[src/rtl/tick_pwm_pkg.sv]
// Shared constants for tick_pwm: source-select encodings and default widths.
package tick_pwm_pkg;

  localparam int unsigned PERIOD_W_DEF = 4;
  localparam int unsigned CNT_W_DEF    = 8;

  // Encodings match the bit order of div_in = {div16, div8, div4, div2}
  localparam logic [1:0] SEL_DIV2  = 2'd0;
  localparam logic [1:0] SEL_DIV4  = 2'd1;
  localparam logic [1:0] SEL_DIV8  = 2'd2;
  localparam logic [1:0] SEL_DIV16 = 2'd3;

endpackage

[src/rtl/tick_pwm_edge_sync.sv]
// One divided-clock bit: 2-flop synchronizer plus history register.
// TICK_PWM_GLITCH_FILTER_EN inserts a 2-cycle stability filter before the history.
module edge_sync (
  input  logic i_clk,
  input  logic i_reset,
  input  logic i_d,
  output logic o_level,
  output logic o_hist
);

  logic r_ff1, r_ff2, r_hist;

`ifdef TICK_PWM_GLITCH_FILTER_EN
  logic r_stab, r_filt;

  // The filtered level only follows the synchronizer once it has held for two cycles
  always_ff @(posedge i_clk) begin
    if (i_reset) begin
      r_ff1  <= 1'b0;
      r_ff2  <= 1'b0;
      r_stab <= 1'b0;
      r_filt <= 1'b0;
      r_hist <= 1'b0;
    end else begin
      r_ff1  <= i_d;
      r_ff2  <= r_ff1;
      r_stab <= r_ff2;
      if (r_ff2 == r_stab) r_filt <= r_ff2;
      r_hist <= r_filt;
    end
  end

  assign o_level = r_filt;
`else
  always_ff @(posedge i_clk) begin
    if (i_reset) begin
      r_ff1  <= 1'b0;
      r_ff2  <= 1'b0;
      r_hist <= 1'b0;
    end else begin
      r_ff1  <= i_d;
      r_ff2  <= r_ff1;
      r_hist <= r_ff2;
    end
  end

  assign o_level = r_ff2;
`endif

  assign o_hist = r_hist;

endmodule

[src/rtl/tick_pwm.sv]
// Tick generator from a selectable divided clock, with tick counter and PWM.
// Optional glitch filter in edge_sync is enabled by TICK_PWM_GLITCH_FILTER_EN.
module tick_pwm
  import tick_pwm_pkg::*;
#(
  parameter int unsigned PERIOD_W = PERIOD_W_DEF,
  parameter int unsigned CNT_W    = CNT_W_DEF
) (
  input  logic                clk,
  input  logic                reset,
  input  logic [3:0]          div_in,
  input  logic [1:0]          sel,
  input  logic                en,
  input  logic [PERIOD_W:0]   duty,
  output logic                tick,
  output logic                pwm,
  output logic [CNT_W-1:0]    tick_cnt
);

  localparam logic [PERIOD_W-1:0] PhaseOne = 1;
  localparam logic [CNT_W-1:0]    CntOne   = 1;

  logic [3:0] w_level, w_hist;
  logic       w_sel_level, w_sel_hist, w_rise, w_tick_d, w_wrap;

  logic                r_tick, r_pwm, r_in_rst;
  logic [1:0]          r_sel_prev;
  logic [PERIOD_W-1:0] r_phase;
  logic [PERIOD_W:0]   r_duty_sh;
  logic [CNT_W-1:0]    r_cnt;

  for (genvar g = 0; g < 4; g++) begin : g_sync
    edge_sync u_edge_sync (
      .i_clk   (clk),
      .i_reset (reset),
      .i_d     (div_in[g]),
      .o_level (w_level[g]),
      .o_hist  (w_hist[g])
    );
  end

  always_comb begin
    w_sel_level = 1'b0;
    w_sel_hist  = 1'b0;
    unique case (sel)
      SEL_DIV2:  begin w_sel_level = w_level[0]; w_sel_hist = w_hist[0]; end
      SEL_DIV4:  begin w_sel_level = w_level[1]; w_sel_hist = w_hist[1]; end
      SEL_DIV8:  begin w_sel_level = w_level[2]; w_sel_hist = w_hist[2]; end
      SEL_DIV16: begin w_sel_level = w_level[3]; w_sel_hist = w_hist[3]; end
      default:   ;
    endcase
  end

  // A sel change masks the edge detector for one cycle so a source swap cannot fake a rise
  assign w_rise   = w_sel_level & ~w_sel_hist;
  assign w_tick_d = en & w_rise & (sel == r_sel_prev);
  assign w_wrap   = w_tick_d & (r_phase == {PERIOD_W{1'b1}});

  always_ff @(posedge clk) begin
    r_sel_prev <= sel;
    if (reset) begin
      r_in_rst  <= 1'b1;
      r_tick    <= 1'b0;
      r_pwm     <= 1'b0;
      r_phase   <= '0;
      r_cnt     <= '0;
      r_duty_sh <= '0;
    end else begin
      r_in_rst <= 1'b0;
      r_tick   <= w_tick_d;
      r_pwm    <= en & ({1'b0, r_phase} < r_duty_sh);
      if (!en) begin
        r_phase <= '0;
      end else if (w_tick_d) begin
        r_phase <= r_phase + PhaseOne;
      end
      if (w_tick_d) r_cnt <= r_cnt + CntOne;
      // New duty only at a period boundary (or the first cycle out of reset)
      if (r_in_rst || w_wrap) r_duty_sh <= duty;
    end
  end

  assign tick     = r_tick;
  assign pwm      = r_pwm;
  assign tick_cnt = r_cnt;

endmodule

[config.mk]
export PLATFORM = sky130hd
export DESIGN_NAME = tick_pwm
export DESIGN_NICKNAME = d
export VERILOG_FILES = /design/src/rtl/tick_pwm_pkg.sv /design/src/rtl/tick_pwm_edge_sync.sv /design/src/rtl/tick_pwm.sv
export SDC_FILE = /design/constraint.sdc
export NUM_CORES = 1
export LEC_CHECK = 0
export CORE_MARGIN = 1
export CORE_UTILIZATION = 54
export CTS_BUF_LIST = sky130_fd_sc_hd__clkbuf_8
export CTS_CLUSTER_SIZE = 30
export DETAILED_ROUTE_END_ITERATION = 10
export PLACE_DENSITY = 0.85
export SLEW_MARGIN = 20
export SYNTH_ARGS = -nofsm -noshare
export SYNTH_HDL_FRONTEND = slang
export SYNTH_HIERARCHICAL = 1
export SYNTH_SLANG_ARGS = --single-unit
[constraint.sdc]
create_clock -name clk -period 1.95 [get_ports clk]
set_input_delay 0.195 -clock clk [delete_from_list [all_inputs] [get_ports clk]]
set_output_delay 0.195 -clock clk [all_outputs]
set_load 0.03 [all_outputs]
==> impl_metrics.ini <==
[status]
status = finished, final reports clean

[synth]
ys_ff_latch = 34
syn_area_per_cell_sq_um = 10.3
syn_inst = 137
seq_area_frac_synth_pct = 48.0
synthXorXnorAreaFrac_pct = 1.24
synthAdderAreaFrac_pct = 4.41
synthSimpleGateAreaFrac_pct = 22.9
synth_top_cell_area_share_pct = 48.0
synth_area_leaders = dfxtp_1, nor2b_1, nand2b_1
ys_warn_count = 6
synth_top_family_by_area = simple AND/OR/NAND/NOR gates
synth_compound_area_share_pct = 12.6
synth_top_cell_by_area = dfxtp_1
syn_area_sq_um = 1420
syn_nets = 156
synthMuxAreaShare_pct = 7.33
synth.distinct_cells = 29

[drt]
first_iter_violations = 17
dr.max_layer_used = met4
drt-vias-per-instance = 5.16
drt_pass1_iterations = 4
wl_per_cell_microns = 12.2
drcViolationCount = 0
wl_microns = 2430
via_count = 1022
wl_met1_microns = 1070
drtAntennaViolNets = 0
wl_met3_microns = 106
wl_met2_microns = 1220

[floorplanning]
fp.dieW_microns = 53.2
io_pins = 24
rows = 18
start_util_pct = 57.2
core_area_sq_um = 2480
die_area_sq_um = 2830
die_h_microns = 53.2

[layout]
drive_gt1_share_pct = 10.1
num_antenna_cells = 0
finalCoreUtilization_pct = 72.6
nets = 186
fillers = 192
area_growth_pct = 26.9

[sta]
worst-slew-pin-transition_ns = 0.344
fin_worst_skew_ns = 0.00741
finalSetupViolCount = 0
hold_violations = 0
relSlewSlack_pct = 77.1
slew_viol_final = 0
rsz0062_at_grt = false
clock.fmax_ghz = 0.589
fin_crit_sh_pct = 87.1
post-route-min-period_ns = 1.70
holdWs_ns = 0.438

[cts]
htreeDepth = 2
holdBufCountCts = 0
cts_buffers = 5
cts_setup_buffers = 0
cts_tree = built
root_buffer = clkbuf_8
path_clk_slew_ns = 0.06
cts_buffer_depth = 2
clk_latency_ns = 0.29
cts.sinks = 34
cts_resized = 0

[run]
max_cap_viol_count = 0

[global_routing]
grt_antenna_before_repair = 0
grt_max_degree = 30
grt_usage_pct = 19.7
overflow = 0
grt_pass1_wl_microns = 3830
grt_pass1_vias = 908

[critical_path]
required_ns = 1.75
cp-start-kind = flip-flop
cp.arrival_ns = 1.50
worstPathCellList = clkdlybuf4s50_1
cpMaxStageDelayCell = clkdlybuf4s50_1
path_max_fanout = 10
crit_buf_inv = 1
crit_family = buffers and inverters
critPathMaxStageDelay_ns = 0.73
crit_type = reg2out
crit_path_end_kind = primary output

[place]
port_buffers = 23
place_congestion = 0.747
hpwl_microns = 1740

[power_and_ir_drop]
power.density_nw_per_um2 = 806
vdd_drop_max_v = 0.000726
p_leak_uw = 0.000719

[hold_path]
hp-class = reg2reg
==> stage by stage <==
stage	instances	setup TNS [ns]	setup slack (ns)	total power, uW	cell area [sq um]
2_1_floorplan	137	0	0.484	797	1420
3_3_place_gp	190	0	0.0430	843	1690
3_5_place_dp	190	-0.0560	-0.0215	847	1690
4_1_cts	198	0	0.241	1470	1800
5_1_grt	198	0	0.193	1510	1800
6_report	198	0	0.251	1450	1800
==> logic make-up after synthesis <==
kind of cell | Yosys count
AOI/OAI and AO/OA | 19
xor gates and xnor gates | 2
adders and majority gates | 5
buffers and inverters | 11
DFF | 34
muxes | 10
and+or+nand+nor | 56
==> synthesized netlist by cell type <==
library cell,n
a31o_1,3
a41oi_4,1
buf_6,1
o211ai_1,1
mux2i_1,7
nor3b_2,1
a21oi_1,6
mux2_1,3
and4_1,1
or2_2,1
o211ai_2,1
nand2_1,3
nand3_1,1
xnor2_1,2
nand3b_1,2
inv_1,7
o21ba_1,1
nor2b_1,17
ha_1,5
nand4_1,4
a21bo_2,2
clkbuf_1,3
and3b_1,1
dfxtp_1,34
o2111ai_1,1
nand2b_1,13
a22oi_4,1
a21o_1,2
nor2_1,12
==> area by class of cell <==
cell class	count	area, sq um	area share (%)
timing repair buffer	27	260	14.5
sequential	34	681	37.8
inverter	7	26.3	1.46
multi-input combinational	92	688	38.2
clock buffer	5	68.8	3.82
tap	30	37.5	2.09
clock inverter	3	37.5	2.09
==> power breakdown <==
group / switching, uW / leakage, uW / internal [uW]
logic: 43.7 / 0.000380 / 61.0
clock network: 248 / 0.0000607 / 372
registers: 9.37 / 0.000278 / 717
total: 301 / 0.000719 / 1150
==> sequential cells by signal, summed over array words and instances (netlist names) <==
name and count:
g_sync.u_edge_sync/o_level 4, r_phase 4, pwm 1, r_duty_sh 5
r_sel_prev 2, tick_cnt 8, g_sync.u_edge_sync/o_hist 4, g_sync.u_edge_sync/r_ff1 4
r_in_rst 1, tick 1
==> final timing paths <==
check | startpoint | endpoint | slack [ns] | cells after the start
max | tick_cnt[2]$_SDFFE_PP0P_ | tick_cnt[2] | 0.25 | 1
max reg2reg | g_sync[2].u_edge_sync/o_level$_SDFF_PP0_ | tick_cnt[1]$_SDFFE_PP0P_ | 0.35 | 6
min | g_sync[2].u_edge_sync/r_ff1$_SDFF_PP0_ | g_sync[2].u_edge_sync/o_level$_SDFF_PP0_ | 0.44 | 1
min reg2reg | g_sync[2].u_edge_sync/r_ff1$_SDFF_PP0_ | g_sync[2].u_edge_sync/o_level$_SDFF_PP0_ | 0.44 | 1
==> cells in the final DEF, fill, tap and decap left out, drive strengths merged, types with 2 or more instances in the layout <==
| cell type | n |
|---|---|
| mux2 | 3 |
| inv | 9 |
| dfxtp | 34 |
| nand2 | 3 |
| xnor2 | 2 |
| ha | 5 |
| a21bo | 2 |
| nand3b | 2 |
| buf | 4 |
| a21o | 2 |
| o211ai | 2 |
| clkdlybuf4s50 | 23 |
| nor2b | 17 |
| nand2b | 13 |
| a21oi | 6 |
| mux2i | 7 |
| nand4 | 4 |
| nor2 | 12 |
| a31o | 3 |
| clkbuf | 5 |
==> metal layers <==
metal / global-route usage, % / up-vias
li1: - / 518
met1: 20.8 / 477
met2: 32.3 / 21
met3: 9.77 / 6
met4: 9.21 / 0
met5: 0 / -
No activity file was read; power rests on OpenSTA's default activity.
